## src/rtl/ir_frame_tx_pkg.sv

```systemverilog
// Shared types and constants for the IR frame transmitter: payload type, framing
// constants, serial CRC-8 step and transmitter state encoding.
package ir_frame_tx_pkg;

    typedef logic [31:0] data_t;

    localparam logic [7:0] IR_SYNC_BYTE = 8'hA5;
    localparam logic [7:0] IR_CRC_POLY  = 8'h07;

    typedef enum logic [2:0] {IDLE, SYNC, PAYLOAD, CRC, GAP} tx_state_t;

    // One bit of MSB-first CRC-8, init 0, no reflection, no final XOR.
    function automatic logic [7:0] crc8_step(input logic [7:0] crc, input logic b);
        return {crc[6:0], 1'b0} ^ (((crc[7] ^ b) == 1'b1) ? IR_CRC_POLY : 8'h00);
    endfunction

endpackage

```

## src/rtl/ir_carrier_mod.sv

```systemverilog
// Carrier generator: while enabled, toggles every CARRIER_HALF cycles starting high.
// Phase restarts on enable rise or on an explicit restart strobe.
module ir_carrier_mod #(
    parameter int CARRIER_HALF = 977
) (
    input  logic clk_pixel_in,
    input  logic rst_in,
    input  logic en,
    input  logic restart,
    output logic mod_out
);
    localparam int CW = (CARRIER_HALF > 1) ? $clog2(CARRIER_HALF) : 1;

    logic [CW-1:0] cnt_q, cnt_cur;
    logic          phase_q, phase_cur, en_q, start;

    // Restart takes effect in the same cycle so the first mark cycle is already high.
    assign start     = en & (restart | ~en_q);
    assign cnt_cur   = start ? '0 : cnt_q;
    assign phase_cur = start ? 1'b1 : phase_q;
    assign mod_out   = en & phase_cur;

    always_ff @(posedge clk_pixel_in) begin
        if (rst_in) begin
            cnt_q   <= '0;
            phase_q <= 1'b0;
            en_q    <= 1'b0;
        end else begin
            en_q <= en;
            if (!en) begin
                cnt_q   <= '0;
                phase_q <= 1'b0;
            end else if (cnt_cur == CW'(CARRIER_HALF - 1)) begin
                cnt_q   <= '0;
                phase_q <= ~phase_cur;
            end else begin
                cnt_q   <= cnt_cur + 1'b1;
                phase_q <= phase_cur;
            end
        end
    end

endmodule

```

## src/rtl/ir_frame_tx.sv

```systemverilog
// IR frame transmitter: sync byte, MSB-first payload and CRC-8, Manchester coded
// on a modulated carrier, with a one-entry newest-wins pending buffer.
module ir_frame_tx
    import ir_frame_tx_pkg::*;
#(
    parameter int DATA_WIDTH   = 32,
    parameter int BIT_PERIOD   = 2970,
    parameter int CARRIER_HALF = 977,
    parameter int GAP_BITS     = 4
) (
    input  logic                  clk_pixel_in,
    input  logic                  rst_in,
    input  logic [DATA_WIDTH-1:0] data_in,
    input  logic                  data_in_valid,
    output logic                  ir_out,
    output logic                  busy_out,
    output logic                  frame_done_out,
    output logic                  dropped_out
);
    localparam int HALF = BIT_PERIOD / 2;
    localparam int CYW  = $clog2(BIT_PERIOD);
    localparam int MAXF = (DATA_WIDTH > GAP_BITS) ? ((DATA_WIDTH > 8) ? DATA_WIDTH : 8)
                                                  : ((GAP_BITS > 8) ? GAP_BITS : 8);
    localparam int IW   = $clog2(MAXF + 1);

    tx_state_t             state_q, state_d;
    logic [CYW-1:0]        cyc_q;
    logic [IW-1:0]         idx_q, last_idx;
    logic [DATA_WIDTH-1:0] shift_q, pend_q, load_data;
    logic [7:0]            crc_q;
    logic                  pend_vld_q, dropped_q;
    logic                  bit_end, field_end, cur_bit, first_half, frame_active;
    logic                  mark, mark_start, load;

    always_comb begin
        last_idx = '0;
        cur_bit  = 1'b0;
        case (state_q)
            SYNC: begin
                last_idx = IW'(7);
                cur_bit  = IR_SYNC_BYTE[3'd7 - idx_q[2:0]];
            end
            PAYLOAD: begin
                last_idx = IW'(DATA_WIDTH - 1);
                cur_bit  = shift_q[DATA_WIDTH-1];
            end
            CRC: begin
                last_idx = IW'(7);
                cur_bit  = crc_q[3'd7 - idx_q[2:0]];
            end
            GAP:     last_idx = IW'(GAP_BITS - 1);
            default: last_idx = '0;
        endcase
    end

    assign bit_end      = (cyc_q == CYW'(BIT_PERIOD - 1));
    assign field_end    = bit_end && (idx_q == last_idx);
    assign frame_active = (state_q == SYNC) || (state_q == PAYLOAD) || (state_q == CRC);
    assign first_half   = (cyc_q < CYW'(HALF));
    // Manchester: a 1 marks the first half, a 0 marks the second half.
    assign mark         = frame_active && (cur_bit == first_half);
    assign mark_start   = mark && ((cyc_q == '0) || (cyc_q == CYW'(HALF)));

    assign busy_out       = (state_q != IDLE);
    assign frame_done_out = (state_q == GAP) && field_end;
    assign dropped_out    = dropped_q;

    assign load      = ((state_q == IDLE) && data_in_valid)
                     || (frame_done_out && (data_in_valid || pend_vld_q));
    assign load_data = data_in_valid ? data_in : pend_q;

    always_comb begin
        state_d = state_q;
        case (state_q)
            IDLE:    if (data_in_valid) state_d = SYNC;
            SYNC:    if (field_end) state_d = PAYLOAD;
            PAYLOAD: if (field_end) state_d = CRC;
            CRC:     if (field_end) state_d = GAP;
            GAP:     if (field_end) state_d = (data_in_valid || pend_vld_q) ? SYNC : IDLE;
            default: state_d = IDLE;
        endcase
    end

    always_ff @(posedge clk_pixel_in) begin
        if (rst_in) state_q <= IDLE;
        else        state_q <= state_d;
    end

    always_ff @(posedge clk_pixel_in) begin
        if (rst_in) begin
            cyc_q      <= '0;
            idx_q      <= '0;
            shift_q    <= '0;
            crc_q      <= '0;
            pend_q     <= '0;
            pend_vld_q <= 1'b0;
            dropped_q  <= 1'b0;
        end else begin
            dropped_q <= 1'b0;
            if (load) begin
                shift_q <= load_data;
                crc_q   <= '0;
                cyc_q   <= '0;
                idx_q   <= '0;
            end else if (busy_out) begin
                cyc_q <= bit_end ? '0 : cyc_q + 1'b1;
                if (bit_end) idx_q <= field_end ? '0 : idx_q + 1'b1;
                if (bit_end && state_q == PAYLOAD) begin
                    shift_q <= shift_q << 1;
                    crc_q   <= crc8_step(crc_q, shift_q[DATA_WIDTH-1]);
                end
            end

            // The pending slot is consumed or superseded at every frame end.
            if (frame_done_out) begin
                pend_vld_q <= 1'b0;
                dropped_q  <= data_in_valid && pend_vld_q;
            end else if (busy_out && data_in_valid) begin
                pend_q     <= data_in;
                pend_vld_q <= 1'b1;
                dropped_q  <= pend_vld_q;
            end
        end
    end

    ir_carrier_mod #(.CARRIER_HALF(CARRIER_HALF)) u_carrier (
        .clk_pixel_in (clk_pixel_in),
        .rst_in       (rst_in),
        .en           (mark),
        .restart      (mark_start),
        .mod_out      (ir_out)
    );

endmodule

```

## config.mk

```make
export PLATFORM = sky130hd
export DESIGN_NAME = ir_frame_tx
export DESIGN_NICKNAME = d
export VERILOG_FILES = /design/src/rtl/ir_frame_tx_pkg.sv /design/src/rtl/ir_carrier_mod.sv /design/src/rtl/ir_frame_tx.sv
export SDC_FILE = /design/constraint.sdc
export NUM_CORES = 1
export LEC_CHECK = 0
export BUFFER_PORTS_ARGS = -buffer_cell sky130_fd_sc_hd__buf_2
export CAP_MARGIN = 20
export CORE_ASPECT_RATIO = 1.75
export CORE_MARGIN = 2
export CORE_UTILIZATION = 40
export CTS_BUF_LIST = sky130_fd_sc_hd__clkbuf_2 sky130_fd_sc_hd__clkbuf_4 sky130_fd_sc_hd__clkbuf_8
export DETAILED_ROUTE_END_ITERATION = 7
export PLACE_DENSITY = 0.58
export SYNTH_ARGS = -nofsm -noshare
export SYNTH_HDL_FRONTEND = slang
export SYNTH_HIERARCHICAL = 1
export SYNTH_SLANG_ARGS = --single-unit
```

## constraint.sdc

```tcl
create_clock -name clk_pixel_in -period 11.1 [get_ports clk_pixel_in]
set_input_delay 2.22 -clock clk_pixel_in [delete_from_list [all_inputs] [get_ports clk_pixel_in]]
set_output_delay 2.22 -clock clk_pixel_in [all_outputs]
set_load 0.05 [all_outputs]
```

==> run_results.csv <==
group,metric,value,unit
floorplanning,coreArea,13900,um2
yosys,yosys_register_bits,107,
sta,rsz0062_at_grt,"false",
sta,report.final.slew_viol_count,0,
global_routing,antenna_found_initial,0,
global_routing,grt_max_degree,106,
route,dr.pass1.iters,4,
clock_network,clk_pin_slew,0.10,ns
finish,fillers,1391,
pwr,swShare,25.4,%
yosys,ys.flop_type,"dfxtp_1",
route,first_iter_violations,173,
floorplanning,io_pins,39,
yosys,ys_seq_area_share,37.5,%
yosys,ys_async_sr_fraction,0,%
clock_network,clock-root-buffer,"clkbuf_8",
pwr,powerDensity,127,nW/um2
finish,area_growth,7.10,%
clock_network,cts.sinks,107,
global_routing,first_global_vias,4594,
clock_network,clk_latency,0.38,ns
sta,period_minus_slack,5.21,ns
yosys,yosysWarnings,6,
critical_path,start_kind,"register",
pwr,switchingPower,0.000197,W
sta,worstMarginPinSlew,0.894,ns
yosys,synthesis.nets,693,
floorplanning,num_rows,57,
pwr,finalPower,0.000775,W
yosys,synth_cells,651,
hold_path,hold_class,"reg -> reg",
yosys,synth_edf_count,0,
sta,hold_viol,0,
placed_design,port_buffers,38,
yosys,syn_area_per_cell,8.77,um2
critical_path,worst_setup_path_end_kind,"output pin",
clock_network,cts.repair.resized,0,
finish,regArea,2140,um2
yosys,synth.cell_area,5710,um2
clock_network,postCtsHoldBufs,0,
route,vias,4544,
global_routing,grtUsageTotal,17.1,%
sta,finalCritPeriodShare,46.9,%
pwr,seq_power_share,53.0,%
finish,layout_commonest_cell,"dfxtp_1",
sta,setup_violations,0,
pwr,power.share.clock,35.8,%
sta,slew_headroom,39.9,%
pwr,power.leakage,2.00,nW
finish,drive_gt1_share,12.6,%
clock_network,htree_levels,3,
placed_design,gp_congestion,0.829,
floorplanning,fp.dieH,162,um
floorplanning,die_w,94.3,um
clock_network,cts_tree,"yes",
critical_path,arrival,2.99,ns
pwr,ir_drop,0.0000508,V
global_routing,grt_pass1_wl,21.2,mm
finish,multi_input_area,3220,um2
sta,clock_skew,0.0161,ns
route,post_drt_wl_per_cell,15.0,um
sta,max_freq,192,MHz
critical_path,worst-setup-path-type,"reg -> out",
sta,tns,0,ns
floorplanning,die_area,15300,um2
yosys,synth.distinct_cells,62,
run,drv_cap,0,
pwr,p_int,0.000578,W
clock_network,cts_buffers,9,
placed_design,hpwlAfterDp,8.34,mm
clock_network,cts_max_path_buffers,2,
route,viasPerCell,5.42,
pwr,combPwrFrac,11.2,%
floorplanning,start_util,41.0,%
clock_network,post_cts_buffers,0,
run_status,status,"finished clean",
finish,layout_common_cells,"107 x dfxtp_1, 94 x nand2_1, 68 x nand2b_1, 38 x buf_2, 36 x nor2_1",
route,wirelength,12.6,mm
finish,nets,698,
critical_path,cp_max_fo,10,
critical_path,cp.required,8.88,ns
global_routing,grt-ovfl-total,0,
finish,fin_util,44.0,%
route,drc_errors,0,
finish,diodes,0,
route,ant_nets,0,
-- synthesized netlist by cell type, types with 2 or more instances --
library cell | count | area, um2
nor4_4 | 3 | 63.8
o211ai_1 | 2 | 15.0
nand4b_1 | 2 | 17.5
dfxtp_1 | 107 | 2140
nand2b_1 | 68 | 425
o21ai_0 | 4 | 20.0
inv_1 | 8 | 30.0
a21oi_1 | 22 | 110
nand4_1 | 10 | 62.6
xnor2_1 | 11 | 96.3
o21a_1 | 5 | 37.5
and3_1 | 3 | 18.8
nor3_1 | 9 | 45.0
or3_1 | 5 | 31.3
buf_6 | 7 | 78.8
or2_2 | 4 | 25.0
xor2_1 | 13 | 114
nand2_1 | 94 | 353
nor4_1 | 3 | 18.8
clkbuf_1 | 33 | 124
nor2b_1 | 32 | 200
nand3b_1 | 4 | 30.0
nor2_1 | 36 | 135
nor3b_1 | 2 | 15.0
a311oi_1 | 30 | 263
nand3_1 | 11 | 55.1
or4_1 | 2 | 15.0
and2_1 | 5 | 31.3
a211oi_1 | 3 | 22.5
buf_2 | 9 | 45.0
mux2i_1 | 35 | 350
buf_12 | 3 | 60.1
ha_1 | 7 | 87.6
a221oi_1 | 31 | 272
-- kinds of logic after synthesis --
| kind of cell | share of synthesized area, % |
|---|---|
| and+or+nand+nor | 28.7 |
| AOI/OAI and AO/OA | 16.0 |
| DFF | 37.5 |
| buffers and inverters | 5.98 |
| muxes | 6.53 |
| xor gates and xnor gates | 3.68 |
| adders and majority gates | 1.53 |
-- power by group through the flow --
stage	combinational, W	clock [W]	sequential, W
after floorplan	0.0000706	0	0.000416
after CTS	0.0000870	0.000288	0.000411
after detailed placement	0.0000869	0	0.000420
after global routing	0.0000966	0.000303	0.000413
after global placement	0.0000850	0	0.000419
final	0.0000865	0.000278	0.000411
-- final cells by class --
| cell class | instances | share of cell area, % |
|---|---|---|
| tap | 177 | 3.62 |
| clock buffer | 11 | 2.48 |
| sequential | 107 | 35.0 |
| clock inverter | 5 | 1.35 |
| timing repair buffer | 46 | 4.22 |
| multi-input combinational | 483 | 52.7 |
| inverter | 9 | 0.553 |
-- stage by stage --
stage               setup WS, ns  instances  hold WS (ns)  cell area, um2
floorplan                   5.80        651         0.438            5710
global placement            6.26        821         0.454            5860
detailed placement          6.19        821         0.463            5860
CTS                         5.85        837         0.478            6100
global route                5.65        838         0.488            6110
finish                      5.89        838         0.471            6110
-- worst max-delay path, cell delays in order, from the launching register on --
cell and delay (ns):
dfxtp_1 0.53, mux4_2 0.54, nand3_1 0.09, o211ai_1 0.12, and3_1 0.18, nor4_1 0.68
o21a_1 0.21, buf_2 0.25
-- metal layers --
layer	global-route usage [%]	share of wire, %
met1	19.4	42
met2	31.1	53
met3	2.97	2.6
met4	6.46	1.9
met5	0	0
-- worst paths after layout --
| check | start | to | slack, ns | cells after the start |
|---|---|---|---|---|
| setup / recovery | idx_q[0]$_SDFFE_PP0P_ | ir_out | 5.89 | 7 |
| hold / removal | pend_q[16]$_SDFFE_PP0P_ | pend_q[16]$_SDFFE_PP0P_ | 0.47 | 2 |
| setup reg to reg | idx_q[0]$_SDFFE_PP0P_ | u_carrier/cnt_q[8]$_SDFF_PP0_ | 6.97 | 13 |
| hold reg to reg | pend_q[16]$_SDFFE_PP0P_ | pend_q[16]$_SDFFE_PP0P_ | 0.47 | 2 |
-- flip-flops by register name, indices dropped and copies added (netlist names) --
| signal | count |
|---|---|
| cyc_q | 12 |
| dropped_out | 1 |
| crc_q | 8 |
| pend_vld_q | 1 |
| u_carrier/en_q | 1 |
| idx_q | 6 |
| state_q | 3 |
| u_carrier/phase_q | 1 |
| u_carrier/cnt_q | 10 |
| shift_q | 32 |
| pend_q | 32 |
Note: power is estimated with default switching activity, not from simulation.
